**src/rtl/vdp_pkg.sv**
```systemverilog
// Shared VDP definitions: video mode codes, control-port command codes,
// register indices and status/register bit positions.
package vdp_pkg;

  localparam int unsigned VDP_ADDR_W = 14;

  typedef enum logic [2:0] {
    MODE_TEXT  = 3'd0,
    MODE_GFX1  = 3'd1,
    MODE_GFX2  = 3'd2,
    MODE_MULTI = 3'd3,
    MODE_4     = 3'd4
  } vdp_mode_t;

  // Upper two bits of the second control byte
  typedef enum logic [1:0] {
    CODE_VRD  = 2'b00,
    CODE_VWR  = 2'b01,
    CODE_REG  = 2'b10,
    CODE_VWR2 = 2'b11
  } vdp_code_t;

  typedef enum logic {
    LATCH_FIRST,
    LATCH_SECOND
  } vdp_latch_t;

  typedef enum logic {
    XFER_IDLE,
    XFER_RD_WAIT
  } vdp_xfer_t;

  localparam int unsigned REG_MODE0   = 0;
  localparam int unsigned REG_MODE1   = 1;
  localparam int unsigned REG_NAME    = 2;
  localparam int unsigned REG_COLOR   = 3;
  localparam int unsigned REG_FONT    = 4;
  localparam int unsigned REG_SATTR   = 5;
  localparam int unsigned REG_SPAT    = 6;
  localparam int unsigned REG_COLOURS = 7;
  localparam int unsigned REG_XSCROLL = 8;
  localparam int unsigned REG_YSCROLL = 9;
  localparam int unsigned REG_LINE    = 10;

  localparam int unsigned R0_M2       = 1;
  localparam int unsigned R0_M4       = 2;
  localparam int unsigned R0_LINE_IE  = 4;
  localparam int unsigned R1_MAG      = 0;
  localparam int unsigned R1_SIZE     = 1;
  localparam int unsigned R1_MULTI    = 3;
  localparam int unsigned R1_TEXT     = 4;
  localparam int unsigned R1_FRAME_IE = 5;
  localparam int unsigned R1_VIDEO_ON = 6;

  localparam int unsigned ST_FRAME = 7;
  localparam int unsigned ST_OVER  = 6;
  localparam int unsigned ST_COLL  = 5;

endpackage

```
**src/rtl/vdp_reg_decode.sv**
```systemverilog
// Combinational decode of VDP registers R0-R7 into the video mode,
// sprite options, table base addresses and colours.
module vdp_reg_decode
  import vdp_pkg::*;
#(
  parameter int unsigned ADDR_W = 14
) (
  input  logic [7:0]        r0,
  input  logic [7:0]        r1,
  input  logic [7:0]        r2,
  input  logic [7:0]        r3,
  input  logic [7:0]        r4,
  input  logic [7:0]        r5,
  input  logic [7:0]        r6,
  input  logic [7:0]        r7,
  output vdp_mode_t         mode,
  output logic              video_on,
  output logic              spr_large,
  output logic              spr_mag,
  output logic [ADDR_W-1:0] name_tbl,
  output logic [ADDR_W-1:0] color_tbl,
  output logic [ADDR_W-1:0] font_tbl,
  output logic [ADDR_W-1:0] spr_attr,
  output logic [ADDR_W-1:0] spr_pat,
  output logic [3:0]        text_color,
  output logic [3:0]        back_color
);

  logic unused_bits;
  assign unused_bits = &{1'b0, r0[7:3], r0[0], r1[7], r1[5], r1[2],
                         r2[7:4], r4[7:3], r5[7], r6[7:3]};

  always_comb begin
    // Mode 4 overrides everything; text beats multicolour beats gfx II
    mode = MODE_GFX1;
    if (r0[R0_M4])         mode = MODE_4;
    else if (r1[R1_TEXT])  mode = MODE_TEXT;
    else if (r1[R1_MULTI]) mode = MODE_MULTI;
    else if (r0[R0_M2])    mode = MODE_GFX2;

    name_tbl  = (mode == MODE_4)    ? ADDR_W'({r2[3:1], 11'b0}) : ADDR_W'({r2[3:0], 10'b0});
    color_tbl = (mode == MODE_GFX2) ? ADDR_W'({r3[7], 13'b0})   : ADDR_W'({r3, 6'b0});
    if (mode == MODE_4)         font_tbl = '0;
    else if (mode == MODE_GFX2) font_tbl = ADDR_W'({r4[2], 13'b0});
    else                        font_tbl = ADDR_W'({r4[2:0], 11'b0});
    spr_attr = ADDR_W'({r5[6:0], 7'b0});
    spr_pat  = ADDR_W'({r6[2:0], 11'b0});
  end

  assign video_on   = r1[R1_VIDEO_ON];
  assign spr_large  = r1[R1_SIZE];
  assign spr_mag    = r1[R1_MAG];
  assign text_color = r7[7:4];
  assign back_color = r7[3:0];

endmodule

```
**src/rtl/vdp_port_ctrl.sv**
```systemverilog
// VDP CPU-port controller: control latch, VRAM access sequencing, registers, status and IRQ.
// Build option VDP_LINE_IRQ_EN adds the R10-driven line interrupt counter.
module vdp_port_ctrl
  import vdp_pkg::*;
#(
  parameter int unsigned NUM_REGS = 11,
  parameter int unsigned ADDR_W   = 14
) (
  input  logic              clk,
  input  logic              reset,
  input  logic              cpu_sel_ctrl,
  input  logic              cpu_wr,
  input  logic              cpu_rd,
  input  logic [7:0]        cpu_din,
  output logic [7:0]        cpu_dout,
  output logic              busy,
  output logic [ADDR_W-1:0] vram_addr,
  output logic              vram_wr,
  output logic              vram_rd,
  output logic [7:0]        vram_wdata,
  input  logic [7:0]        vram_rdata,
  input  logic              vblank_pulse,
  input  logic              line_pulse,
  input  logic              active_line,
  input  logic              spr_coll,
  input  logic              spr_over,
  input  logic [4:0]        spr5_num,
  output logic [2:0]        mode,
  output logic              video_on,
  output logic              spr_large,
  output logic              spr_mag,
  output logic [ADDR_W-1:0] name_tbl,
  output logic [ADDR_W-1:0] color_tbl,
  output logic [ADDR_W-1:0] font_tbl,
  output logic [ADDR_W-1:0] spr_attr,
  output logic [ADDR_W-1:0] spr_pat,
  output logic [3:0]        text_color,
  output logic [3:0]        back_color,
  output logic [7:0]        x_scroll,
  output logic [7:0]        y_scroll,
  output logic              irq_n
);

  logic [7:0]        regs [NUM_REGS];
  vdp_latch_t        latch;
  vdp_xfer_t         xfer;
  logic [7:0]        lo_byte;
  logic [7:0]        rbuf;
  logic [ADDR_W-1:0] addr;
  logic              vram_rd_q;
  logic              vram_wr_q;
  logic              frame_f, over_f, coll_f, line_f;
  logic [7:0]        status;
  vdp_mode_t         dec_mode;

  logic accept, ctrl_wr, ctrl_rd, data_wr, data_rd;
  logic [ADDR_W-1:0] ctrl_addr;

  // Strobes arriving while a prefetch is outstanding are dropped
  assign accept    = (xfer == XFER_IDLE);
  assign ctrl_wr   = accept & cpu_wr & cpu_sel_ctrl;
  assign ctrl_rd   = accept & cpu_rd & cpu_sel_ctrl;
  assign data_wr   = accept & cpu_wr & ~cpu_sel_ctrl;
  assign data_rd   = accept & cpu_rd & ~cpu_sel_ctrl;
  assign ctrl_addr = ADDR_W'({cpu_din[5:0], lo_byte});

  always_comb begin
    status           = '0;
    status[ST_FRAME] = frame_f;
    status[ST_OVER]  = over_f;
    status[ST_COLL]  = coll_f;
    status[4:0]      = spr5_num;
  end

  always_ff @(posedge clk) begin
    if (reset) begin
      for (int unsigned i = 0; i < NUM_REGS; i++) regs[i] <= '0;
      latch      <= LATCH_FIRST;
      xfer       <= XFER_IDLE;
      lo_byte    <= '0;
      rbuf       <= '0;
      addr       <= '0;
      vram_addr  <= '0;
      vram_wdata <= '0;
      vram_rd_q  <= 1'b0;
      vram_wr_q  <= 1'b0;
      cpu_dout   <= '0;
      frame_f    <= 1'b0;
      over_f     <= 1'b0;
      coll_f     <= 1'b0;
    end else begin
      vram_rd_q <= 1'b0;
      vram_wr_q <= 1'b0;
      // A new event in the same cycle as a status read keeps the flag set
      frame_f <= vblank_pulse | (frame_f & ~ctrl_rd);
      over_f  <= spr_over     | (over_f  & ~ctrl_rd);
      coll_f  <= spr_coll     | (coll_f  & ~ctrl_rd);

      case (xfer)
        XFER_IDLE: begin
          if (ctrl_wr) begin
            if (latch == LATCH_FIRST) begin
              lo_byte <= cpu_din;
              latch   <= LATCH_SECOND;
            end else begin
              latch <= LATCH_FIRST;
              addr  <= ctrl_addr;
              case (cpu_din[7:6])
                CODE_VRD: begin
                  vram_rd_q <= 1'b1;
                  vram_addr <= ctrl_addr;
                  xfer      <= XFER_RD_WAIT;
                end
                CODE_REG: begin
                  for (int unsigned i = 0; i < NUM_REGS; i++)
                    if (32'(cpu_din[3:0]) == i) regs[i] <= lo_byte;
                end
                default: ;
              endcase
            end
          end else if (ctrl_rd) begin
            latch    <= LATCH_FIRST;
            cpu_dout <= status;
          end else if (data_wr) begin
            latch      <= LATCH_FIRST;
            vram_wr_q  <= 1'b1;
            vram_addr  <= addr;
            vram_wdata <= cpu_din;
            rbuf       <= cpu_din;
            addr       <= addr + ADDR_W'(1);
          end else if (data_rd) begin
            latch     <= LATCH_FIRST;
            cpu_dout  <= rbuf;
            vram_rd_q <= 1'b1;
            vram_addr <= addr;
            xfer      <= XFER_RD_WAIT;
          end
        end
        XFER_RD_WAIT: begin
          // First wait cycle carries the strobe; data is captured on the second
          if (!vram_rd_q) begin
            rbuf <= vram_rdata;
            addr <= addr + ADDR_W'(1);
            xfer <= XFER_IDLE;
          end
        end
      endcase
    end
  end

`ifdef VDP_LINE_IRQ_EN
  logic [7:0] line_cnt;

  always_ff @(posedge clk) begin
    if (reset) begin
      line_cnt <= '0;
      line_f   <= 1'b0;
    end else begin
      line_f <= line_f & ~ctrl_rd;
      if (!active_line) begin
        line_cnt <= regs[REG_LINE];
      end else if (line_pulse) begin
        if (line_cnt == 8'd0) begin
          line_cnt <= regs[REG_LINE];
          line_f   <= 1'b1;
        end else begin
          line_cnt <= line_cnt - 8'd1;
        end
      end
    end
  end
`else
  logic unused_line;
  assign unused_line = &{1'b0, line_pulse, active_line, regs[REG_LINE]};
  assign line_f      = 1'b0;
`endif

  // Gate the registered strobes so a reset cycle never reaches VRAM
  assign vram_rd = vram_rd_q & ~reset;
  assign vram_wr = vram_wr_q & ~reset;
  assign busy    = (xfer == XFER_RD_WAIT);
  assign irq_n   = ~((frame_f & regs[REG_MODE1][R1_FRAME_IE]) |
                     (line_f  & regs[REG_MODE0][R0_LINE_IE]));

  assign x_scroll = regs[REG_XSCROLL];
  assign y_scroll = regs[REG_YSCROLL];
  assign mode     = dec_mode;

  vdp_reg_decode #(.ADDR_W(ADDR_W)) u_decode (
    .r0         (regs[REG_MODE0]),
    .r1         (regs[REG_MODE1]),
    .r2         (regs[REG_NAME]),
    .r3         (regs[REG_COLOR]),
    .r4         (regs[REG_FONT]),
    .r5         (regs[REG_SATTR]),
    .r6         (regs[REG_SPAT]),
    .r7         (regs[REG_COLOURS]),
    .mode       (dec_mode),
    .video_on   (video_on),
    .spr_large  (spr_large),
    .spr_mag    (spr_mag),
    .name_tbl   (name_tbl),
    .color_tbl  (color_tbl),
    .font_tbl   (font_tbl),
    .spr_attr   (spr_attr),
    .spr_pat    (spr_pat),
    .text_color (text_color),
    .back_color (back_color)
  );

endmodule

```
**config.mk**
```make
export PLATFORM = sky130hd
export DESIGN_NAME = vdp_port_ctrl
export DESIGN_NICKNAME = d
export VERILOG_FILES = /design/src/rtl/vdp_pkg.sv /design/src/rtl/vdp_reg_decode.sv /design/src/rtl/vdp_port_ctrl.sv
export SDC_FILE = /design/constraint.sdc
export NUM_CORES = 1
export LEC_CHECK = 0
export CAP_MARGIN = 30
export CORE_UTILIZATION = 49
export DETAILED_ROUTE_END_ITERATION = 10
export PLACE_DENSITY = 0.8
export SYNTH_ARGS = -nofsm -noshare
export SYNTH_HDL_FRONTEND = slang
export SYNTH_SLANG_ARGS = --single-unit
```
**constraint.sdc**
```tcl
create_clock -name clk -period 2.6 [get_ports clk]
set_clock_uncertainty 0.15 [all_clocks]
set_input_delay 0.26 -clock clk [delete_from_list [all_inputs] [get_ports clk]]
set_output_delay 0.26 -clock clk [all_outputs]
set_load 0.01 [all_outputs]
```
# Yosys cells after proc, flatten, opt, wreduce, memory -nomap -nowiden
# Memory sizes are Yosys's and may differ from the RTL's.
# Index checks and enable logic that the tools add are counted.
[word_totals]
regBits = 67
latch_bits = 0
mem_bits_rw = 88
mem_bits_ro = 0
inputBits = 31
output_inout_bits = 134
mem_count = 1
[memory_table]
columns = ["memory", "depth", "word_bits", "rd", "rd_clocked_by_memory_dff", "wr", "line_no", "source"]
rows = [
  ["regs", 11, 8, 10, 0, 11, "vdp_port_ctrl.sv:44", "logic [7:0] regs [NUM_REGS];"],
]
[op_classes]
n_addsub = 1
multipliers = 0
n_div = 0
order_cmp = 0
n_eq_ne = 24
shift = 0
n_mux = 132
n_bitwise = 33
reduce_logical = 14
[op_table]
columns = ["cell", "count"]
rows = [
  ["14-bit two-way mux", 12],
  ["8-bit two-way mux", 18],
  ["1-bit two-way mux", 92],
  ["14-bit one-hot mux with 2 select lines", 1],
  ["13-bit two-way mux", 2],
  ["4-bit by 3-bit == test with 1-bit output (second input constant)", 4],
  ["8-bit one-hot mux with 2 select lines", 1],
  ["4-bit AND reduction", 4],
  ["14-bit by 1-bit adder with 14-bit output (second input constant)", 1],
  ["1-bit OR", 14],
  ["1-bit bitwise AND", 12],
  ["4-bit == test (second input constant)", 3],
  ["2-bit inequality test (second input constant)", 6],
  ["11-bit two-way mux", 1],
  ["3-bit two-way mux", 3],
  ["4-bit by 2-bit == test with 1-bit output (second input constant)", 2],
  ["1-bit NOT", 7],
  ["3-bit inequality test (second input constant)", 2],
  ["5-bit AND reduction", 1],
  ["4-bit by 1-bit == test with 1-bit output (second input constant)", 1],
  ["4-bit zero test", 1],
  ["2-bit by 1-bit inequality test with 1-bit output (second input constant)", 2],
  ["4-bit nonzero test", 1],
  ["4-bit OR reduction", 1],
  ["other kinds (12)", 12],
]

# Longest topological paths before layout
# Gate-level depths: netlist of run 1.
[logic_depth]
ltp_word = 9
ltp_mapped = 8
ltp_nobuf = 5

# Hierarchy
# A second synthesis of run 1 with hierarchy kept.
[unflattened]
cells_unflattened = 679
hier_area_um2 = 7016.7
[modules_own_cells]
columns = ["module", "instances", "cells_per_inst", "area_each_um2"]
rows = [
  ["vdp_port_ctrl", 1, 590, 6357.3],
  ["vdp_reg_decode", 1, 89, 659.4],
]

# Least setup slack after synthesis of run 1
# OpenSTA, ideal clock, no wires.
[synth_path]
kind = "register -> register"
start = "register xfer (netlist: busy)"
end = "memory regs[3][0] (netlist: regs[0][24]), enable pin"
setup_time_ns = 0.375
arrival_time_ns = 1.764
required_time_ns = 2.075
slack_ns = 0.311
path_stages_with_launch = 5
n_path_buf = 1
synth_period_minus_slack_ns = 2.289
path_cell_list = "dfxtp_1 -> buf_6 -> nand3b_1 -> or4b_1 -> o21bai_1"
[synth_rtl]
columns = ["item", "line_no", "source"]
rows = [
  ["start: declaration", "vdp_port_ctrl.sv:46", "vdp_xfer_t xfer;"],
  ["start signal: assignment", "vdp_port_ctrl.sv:79", "xfer <= XFER_IDLE;"],
  ["start signal: assignment", "vdp_port_ctrl.sv:112", "xfer <= XFER_RD_WAIT;"],
  ["start signal: assignment", "vdp_port_ctrl.sv:136", "xfer <= XFER_RD_WAIT;"],
  ["end: declaration", "vdp_port_ctrl.sv:44", ""],
]

==> impl_metrics.csv, run 1 <==
group,metric,value,unit
clock_network,cts_tree,"done",
floorplanning,x_dimension_of_the_die,114,µm
clock_network,clk_path_buf_depth,2,
timing,final-max-slew-violation-count,0,
worst_setup_path,setup.worst_path.class,"flop to output pin",
routing,wire_per_inst,16.2,µm
synth,yosysMostFrequentCell,"buf_4",
timing,setup-violations-final,0,
synth,postSynthAreaPerCell,9.81,µm²
synth,yosys.area.top_type,"edfxtp_1",
synth,synth.ff_latch_count,124,
routing,viasPerCell,5.31,
finish,antenna-diode-count,0,
clock_network,cts_root_buf,"clkbuf_16",
timing,fin_setup_tns,0,ns
power_and_ir_drop,power.total,5.23,mW
synth,top_area_cell_type_share_of_the_netlist_area,0.279,
routing,wl,14600,µm
timing,period_utilization_post_route,0.936,
power_and_ir_drop,static_leakage,2.86,nW
timing,finalHoldViolations,0,
synth,seq_area_frac_synth,0.497,
synth,synth-compound-area-share,0.147,
worst_setup_path,critical_path_arrival,2.02,ns
synth,netlist_area,0.00614,mm²
global_route,total_routing_usage_reported_by_global_routing,0.227,
synth,synth-adder-area-share,0.00204,
global_route,antenna_violations_before_repair,0,
clock_network,clock_pin_slew_of_the_registers_on_the_worst_case_setup_and_hold_paths,0.06,ns
floorplanning,initial_core_util,0.507,
routing,detail_route.drc_violations,0,
floorplanning,count_of_pins_on_the_block_boundary,165,
placed_design,place_congestion,0.838,
clock_network,clock_sink_count,124,
clock_network,postCtsSetupRepairBufs,0,
worst_setup_path,worst-path-max-fanout,9,
synth,synth-main-ff-cell,"dfxtp_1",
routing,route.vias.total,4762,
global_route,grt_max_degree,31,
finish,finish.net_count,748,
placed_design,dpl-instance-area,0.00713,mm²
floorplanning,die-height,114,µm
worst_setup_path,critPathLaunchType,"flop",
clock_network,num_cts_buffers,17,
placed_design,hpwlAfterDp,9980,µm
synth,post_synth_and_or_nand_nor_area_fraction,0.205,
synth,main_combinational_cell_family_by_area_after_synthesis,"simple AND/OR/NAND/NOR gates",
synth,synth.lib_cells_used.distinct,60,
finish,area.growth.synth_to_final,26.6,%
power_and_ir_drop,power.density_cell_area,674,mW/mm²
synth,synth.area.mux_share,0.0147,
worst_setup_path,critical_path_required,2.19,ns
synth,synthTopCellsByArea,"edfxtp_1 (28%), dfxtp_1 (22%), buf_4 (10%)",
placed_design,placed_cells_incl_taps,865,
timing,fin_crit,2.43,ns
timing,grt_setup_unrepaired,"false",
global_route,grt_first_pass_wirelength,22700,µm
global_route,grt_pass1_vias,4635,
finish,n_fill_cell,1008,
finish,stdcell_area,0.00777,mm²
worst_setup_path,end_kind,"output pin",
flow_run,max_cap_violations,0,
routing,drt_pass1_iterations,5,
placed_design,number_of_input_and_output_port_buffers_inserted,117,
timing,maxSlewHeadroom,0.574,
clock_network,number_of_h_tree_levels,4,
worst_hold_path,worst_hold_path_type,"input port to flop",
routing,antenna_violating_nets_post_route,0,
global_route,congestion_overflow_gr,0,
synth,postSynthCellCount,626,
finish,final_cells,897,
floorplanning,core_area,0.0121,mm²
routing,drtIter0Drc,276,
synth,postSynth.asyncResetShare,0,
floorplanning,row_count,40,
finish,drive_gt1_frac,0.110,
clock_network,clock_latency,0.41,ns
synth,synth-edff-count,57,
power_and_ir_drop,vdd_drop_max,0.000362,V
floorplanning,dieArea,0.0130,mm²
run_status,run_status,"complete, no violations",
synth,synth_top_cells_by_count,"buf_4 (85), dfxtp_1 (67), edfxtp_1 (57), nand2_1 (57), and2_1 (54)",
synth,synth_xor_area_frac,0,
synth,count_of_synthesis_stage_warnings_from_yosys,0,
timing,tightest_slew,0.630,ns
timing,maxClockFrequency,411,MHz
==> flip-flops by register name, summed over array words and instances (netlist names), 8 cells and up <==
| signal | cells |
|---|---|
| addr | 14 |
| cpu_dout | 8 |
| lo_byte | 8 |
| rbuf | 8 |
| regs | 57 |
| vram_addr | 14 |
| vram_wdata | 8 |
==> per-stage QoR <==
step	setup WS [ns]	utilization	hold slack (ns)
after global placement	0.0236	0.589	0.295
after detailed placement	0.000188	0.589	0.295
after floorplan	0.311	-	0.218
after global routing	0.0240	0.641	0.225
final	0.166	0.641	0.216
after CTS	0.0685	0.641	0.189
==> placed cells by master (no fill, tap or decap), types with 4 or more instances in the layout <==
cell / synthesis / routed
nor3_1: 11 / 11
nand3_1: 8 / 8
nand2b_1: 6 / 6
and3_1: 10 / 10
nor4_1: 4 / 4
o221ai_1: 8 / 8
o21ai_0: 18 / 18
nor3b_1: 5 / 4
a211oi_2: 5 / 5
conb_1: 1 / 45
clkinv_4: 0 / 4
o21bai_1: 5 / 5
a311oi_1: 9 / 9
clkbuf_16: 0 / 17
nand2_1: 57 / 57
bufinv_16: 0 / 4
buf_4: 85 / 31
nor2b_1: 16 / 16
mux2i_1: 9 / 9
nand3b_1: 4 / 4
dfxtp_1: 67 / 67
edfxtp_1: 57 / 57
a21oi_1: 44 / 44
a21o_1: 8 / 8
a211oi_1: 12 / 12
nor2_1: 38 / 38
clkdlybuf4s50_1: 0 / 116
and2_1: 54 / 54
o31ai_1: 4 / 4
==> report_power, final <==
part	leakage, nW	internal, mW	switching (mW)	total, mW
Combinational	1.42	0.261	0.298	0.559
Sequential	1.14	2.13	0.0719	2.20
Clock	0.301	1.60	0.872	2.47
==> area by class of cell <==
type | instances | area [µm²] | area share
Multi-Input combinational cell | 420 | 2450 | 0.315
Sequential cell | 124 | 3050 | 0.393
Clock buffer | 17 | 425 | 0.0548
Inverter | 4 | 15.0 | 0.00193
Clock inverter | 15 | 198 | 0.0254
Timing Repair Buffer | 149 | 1420 | 0.183
Tap cell | 168 | 210 | 0.0271
==> critical path, stage by stage (launching register included) <==
cell and delay [ns]:
edfxtp_1 0.39, nor2b_1 0.21, nor3b_4 0.41, nor3b_1 0.11
clkdlybuf4s50_1 0.50
==> cell families after synthesis <==
kind of cell	Yosys count
AOI/OAI and AO/OA	132
and+or+nand+nor	233
other	1
muxes	9
DFF	124
adders and majority gates	1
buffers and inverters	126
==> worst paths after layout <==
check                    from  cells after the start             to  slack [ns]
setup reg to reg         busy                      6  vram_addr[13]        0.43
hold reg to reg   cpu_dout[1]                      2    cpu_dout[1]        0.30
hold / removal          reset                      2     lo_byte[7]        0.22
setup / recovery  regs[0][11]                      4   font_tbl[12]        0.17
==> what timing repair did <==
action	CTS	global route
hold buffers	0	0
endpoints found under the setup margin	9	9
gates resized for setup	1	1
==> layer usage <==
metal	vias to the layer above	share of wire	GRT usage
met5	-	0	0
met4	0	0.017	0.0961
met3	26	0.073	0.0574
met2	219	0.48	0.370
met1	2250	0.43	0.287
li1	2267	-	-
No activity file was read; power rests on OpenSTA's default activity.
==> inputs of run 2 (changes only) <==
CORE_MARGIN = 1   (was default)
CORE_UTILIZATION = 53   (was 49)
PLACE_DENSITY = 0.86   (was 0.8)
clock period = 3.05 ns   (was 2.6 ns; I/O delays follow)
==> impl_metrics.csv, run 2 (synthesized netlist as in run 1, its figures left out) <==
group,metric,value,unit
power_and_ir_drop,static_leakage,2.82,nW
worst_setup_path,critical_path_arrival,2.34,ns
routing,wl,14600,µm
placed_design,hpwlAfterDp,9590,µm
floorplanning,x_dimension_of_the_die,110,µm
finish,drive_gt1_frac,0.0960,
finish,area_used_by_multi_input_combinational_logic,0.00244,mm²
timing,grt_setup_unrepaired,"false",
routing,viasPerCell,5.62,
global_route,antenna_violations_before_repair,0,
worst_setup_path,setup.worst_path.class,"flop to output pin",
global_route,grt_pass1_vias,4542,
worst_setup_path,end_kind,"output pin",
routing,route.vias.total,4825,
finish,final-seq-area,0.00305,mm²
floorplanning,initial_core_util,0.554,
timing,hold-worst-slack,0.162,ns
routing,wire_per_inst,17.0,µm
clock_network,postCtsSetupRepairBufs,0,
clock_network,clk_path_buf_depth,2,
global_route,grt_max_degree,45,
finish,largest_registers,"regs (57), addr (14), vram_addr (14)",
worst_setup_path,timing.critical_path.max_delay_family,"simple AND/OR/NAND/NOR gates",
clock_network,cts_tree,"done",
clock_network,clock_sink_count,124,
clock_network,clock_latency,0.41,ns
routing,detail_route.drc_violations,0,
worst_setup_path,crit_path_cell_trace,"nor2b_1 -> nor3b_1 -> nor3b_1 -> clkdlybuf4s50_1",
timing,final-max-slew-violation-count,0,
timing,maxSlewHeadroom,0.403,
timing,period_utilization_post_route,0.915,
finish,antenna-diode-count,0,
routing,drtIter0Drc,396,
floorplanning,die-height,110,µm
finish,mostFrequentLayoutCell,"clkdlybuf4s50_1",
timing,setup-violations-final,0,
timing,maxClockFrequency,358,MHz
timing,tightest_slew,0.893,ns
global_route,total_routing_usage_reported_by_global_routing,0.252,
clock_network,num_cts_buffers,17,
finish,area.growth.synth_to_final,25.0,%
timing,fin_crit,2.79,ns
worst_setup_path,critical_path_max_stage_delay,0.75,ns
clock_network,cts_root_buf,"clkbuf_16",
worst_setup_path,timing.critical_path.buf_inv,1,
finish,layout_common_cells,"clkdlybuf4s50_1 (116), dfxtp_1 (67), nand2_1 (57), edfxtp_1 (57), and2_1 (54)",
finish,finish.net_count,738,
run_status,run_status,"complete, no violations",
finish,max_flop_register,"regs",
placed_design,place_congestion,0.843,
worst_setup_path,critical_path_required,2.59,ns
clock_network,clock_pin_slew_of_the_registers_on_the_worst_case_setup_and_hold_paths,0.06,ns
worst_setup_path,timing.critical_path.slowest_stage_cell,"nor3b_1",
worst_hold_path,worst_hold_path_type,"input port to flop",
floorplanning,row_count,38,
worst_setup_path,crit_path_frequent_cell,"nor3b_1",
clock_network,post_cts_resized,0,
finish,largest_reg_flops,57,
placed_design,number_of_input_and_output_port_buffers_inserted,117,
floorplanning,dieArea,0.0120,mm²
clock_network,postCtsHoldBufs,0,
timing,fin_setup_tns,0,ns
floorplanning,count_of_pins_on_the_block_boundary,165,
flow_run,max_cap_violations,0,
global_route,congestion_overflow_gr,0,
power_and_ir_drop,power.density_cell_area,594,mW/mm²
routing,drt_pass1_iterations,5,
floorplanning,core_area,0.0111,mm²
power_and_ir_drop,vdd_drop_max,0.000351,V
clock_network,number_of_h_tree_levels,4,
finish,n_fill_cell,824,
worst_setup_path,critPathLaunchType,"flop",
routing,antenna_violating_nets_post_route,0,
timing,finalHoldViolations,0,
worst_setup_path,worst-path-max-fanout,9,
global_route,grt_first_pass_wirelength,22800,µm
## run 2: changes by cell type in the layout (fill, tap and decap cells not counted), sizes merged
cell,previous run,this run
clkinv,8,7
buf,33,23
inv,5,6
clkinvlp,2,0
bufinv,4,5
clkbuf,17,18
## run 2: worst paths after layout
kind	start	end	slack (ns)	cells past startpoint
setup reg to reg	busy	regs[0][67]	0.70	4
setup / recovery	regs[0][11]	font_tbl[12]	0.26	4
hold reg to reg	cpu_dout[6]	cpu_dout[6]	0.30	2
hold / removal	reset	frame_f	0.16	2
## run 2: per-layer routing
| metal | track usage | routed length [µm] | vias to the layer above | part of all wire |
|---|---|---|---|---|
| met3 | 0.0593 | 1110 | 30 | 0.076 |
| met4 | 0.0990 | 282 | 0 | 0.019 |
| li1 | - | - | 2262 | - |
| met5 | 0 | 0 | - | 0 |
| met2 | 0.420 | 7120 | 247 | 0.49 |
| met1 | 0.315 | 6060 | 2286 | 0.42 |
## run 2: through the flow
step                total power [mW]   util  setup slack, ns  cell area (µm²)  instances
floorplan                       2.21      -            0.761             6300        670
global placement                2.36  0.634            0.427             7020        827
CTS                             4.56  0.692            0.244             7670        859
finish                          4.55  0.692            0.259             7670        859
global route                    4.69  0.692            0.106             7670        859
detailed placement              2.37  0.634            0.305             7020        827
## run 2: final cells by class
type / count / share of cell area
sequential: 124 / 0.398
tap: 140 / 0.0228
timing repair buffer: 139 / 0.175
inverter: 4 / 0.00196
clock buffer: 18 / 0.0559
clock inverter: 14 / 0.0284
multi-input combinational: 420 / 0.318
## run 2: report_power, final
part	switching (mW)	internal, mW	leakage, nW
combinational	0.258	0.216	1.36
clock	0.748	1.45	0.319
sequential	0.0621	1.81	1.14
## run 2: worst reg2reg max path, stage by stage, from the launching register on
cell	delay [ns]
dfxtp_1	0.61
nand2b_1	0.18
o21a_1	0.21
nor4b_1	0.47
a21o_1	0.39
==> inputs of run 3 (changes only) <==
RECOVER_POWER = 50   (was default)
==> impl_metrics.csv, run 3 (synthesized netlist as in run 1, its figures left out) <==
group,metric,value,unit
run_status,run_status,"complete, no violations",
power_and_ir_drop,power.density_cell_area,594,mW/mm²
floorplanning,die-height,110,µm
worst_hold_path,hold_path_end,"frame_f",
timing,period_utilization_post_route,0.915,
global_route,grt_first_pass_wirelength,22800,µm
worst_setup_path,rr_startpoint,"busy",
timing,tightest_slew,0.893,ns
routing,detail_route.drc_violations,0,
power_and_ir_drop,static_leakage,2.94,nW
finish,n_fill_cell,834,
routing,antenna_violating_nets_post_route,0,
timing,maxClockFrequency,359,MHz
timing,final-max-slew-violation-count,0,
placed_design,hpwlAfterDp,9590,µm
clock_network,postCtsSetupRepairBufs,0,
finish,largest_reg_flops,57,
timing,fin_crit,2.79,ns
placed_design,place_congestion,0.843,
worst_setup_path,timing.reg2reg.setup_slack,0.40,ns
routing,viasPerCell,5.67,
worst_setup_path,setup.worst_path.class,"flop to output pin",
timing,grt_setup_unrepaired,"false",
flow_run,max_cap_violations,0,
worst_setup_path,critical_path_required,2.59,ns
finish,area.growth.synth_to_final,24.3,%
finish,mostFrequentLayoutCell,"dlygate4sd3_1",
worst_setup_path,worst-r2r-cell-count,5,
routing,wl,14600,µm
routing,wire_per_inst,16.9,µm
global_route,grt_pass1_vias,4542,
worst_setup_path,critical_path_arrival,2.33,ns
clock_network,clock_latency,0.41,ns
timing,fin_setup_tns,0,ns
worst_hold_path,hold_depth,2,
finish,antenna-diode-count,0,
worst_hold_path,worstHoldStart,"reset",
clock_network,number_of_h_tree_levels,4,
timing,finalHoldViolations,0,
clock_network,postCtsHoldBufs,0,
finish,drive_gt1_frac,0.0821,
floorplanning,x_dimension_of_the_die,110,µm
worst_hold_path,worst_hold_path_type,"input port to flop",
timing,setup-violations-final,0,
clock_network,cts_tree,"done",
worst_setup_path,worst-path-max-fanout,9,
global_route,total_routing_usage_reported_by_global_routing,0.252,
power_and_ir_drop,vdd_drop_max,0.000350,V
routing,drtIter0Drc,381,
worst_setup_path,critPathLaunchType,"flop",
floorplanning,count_of_pins_on_the_block_boundary,165,
finish,layout_common_cells,"dlygate4sd3_1 (76), dfxtp_1 (67), nand2_1 (57), edfxtp_1 (57), and2_1 (54)",
global_route,antenna_violations_before_repair,0,
clock_network,clk_path_buf_depth,2,
finish,max_flop_register,"regs",
floorplanning,initial_core_util,0.554,
worst_setup_path,worst_r2r_dst,"regs[0][40]",
floorplanning,row_count,38,
clock_network,num_cts_buffers,17,
clock_network,clock_sink_count,124,
floorplanning,core_area,0.0111,mm²
floorplanning,dieArea,0.0120,mm²
finish,finish.net_count,738,
worst_setup_path,end_kind,"output pin",
global_route,grt_max_degree,45,
clock_network,cts_root_buf,"clkbuf_16",
global_route,congestion_overflow_gr,0,
clock_network,post_cts_resized,0,
routing,drt_pass1_iterations,5,
power_and_ir_drop,power.total,4.53,mW
timing,maxSlewHeadroom,0.403,
routing,route.vias.total,4869,
clock_network,clock_pin_slew_of_the_registers_on_the_worst_case_setup_and_hold_paths,0.06,ns
placed_design,number_of_input_and_output_port_buffers_inserted,117,
finish,largest_registers,"regs (57), addr (14), vram_addr (14)",
run 3: worst max-delay path by stage:
stage                      from           end  slack [ns]  depth (start not counted)
finish              regs[0][11]  font_tbl[12]        0.26                          4
global route        regs[0][11]  font_tbl[11]        0.11                          4
CTS                  regs[0][2]  font_tbl[12]        0.24                          3
detailed placement   cpu_din[1]   regs[0][42]        0.30                          6
global placement         cpu_wr   regs[0][69]        0.43                          5
floorplan                  busy   regs[0][24]        0.76                          4
run 3: layer usage:
metal | global-route usage | up-vias | part of all wire
met4 | 0.0990 | 0 | 0.021
met3 | 0.0593 | 32 | 0.082
met2 | 0.420 | 263 | 0.49
met1 | 0.315 | 2315 | 0.41
met5 | 0 | - | 0
li1 | - | 2259 | -
run 3: per-stage QoR:
| stage | cells | hold WS [ns] | area (µm²) | worst slack, ns | utilization |
|---|---|---|---|---|---|
| detailed placement | 827 | 0.292 | 7020 | 0.305 | 0.634 |
| finish | 859 | 0.160 | 7630 | 0.261 | 0.689 |
| CTS | 859 | 0.148 | 7670 | 0.244 | 0.692 |
| global route | 859 | 0.162 | 7630 | 0.106 | 0.689 |
| global placement | 827 | 0.293 | 7020 | 0.427 | 0.634 |
| floorplan | 670 | 0.263 | 6300 | 0.761 | - |
run 3: area by class of cell:
type / instances / area, µm² / share of cell area
clock buffer: 18 / 429 / 0.0562
clock inverter: 14 / 218 / 0.0285
inverter: 4 / 15.0 / 0.00197
multi-input combinational: 420 / 2430 / 0.319
sequential: 124 / 3050 / 0.400
tap: 140 / 175 / 0.0230
timing repair buffer: 139 / 1310 / 0.172
run 3: worst max-delay path, stage by stage, from the launching register on:
cell and delay (ns):
edfxtp_1 0.40, nor2b_1 0.15, nor3b_1 0.75, nor3b_1 0.12, clkdlybuf4s50_1 0.51
run 3: power breakdown:
group	internal [mW]	switching [mW]	leakage, nW	total, mW
Sequential	1.81	0.0601	1.14	1.87
Clock	1.45	0.752	0.319	2.21
Combinational	0.193	0.257	1.48	0.450
Total	3.46	1.07	2.94	4.53
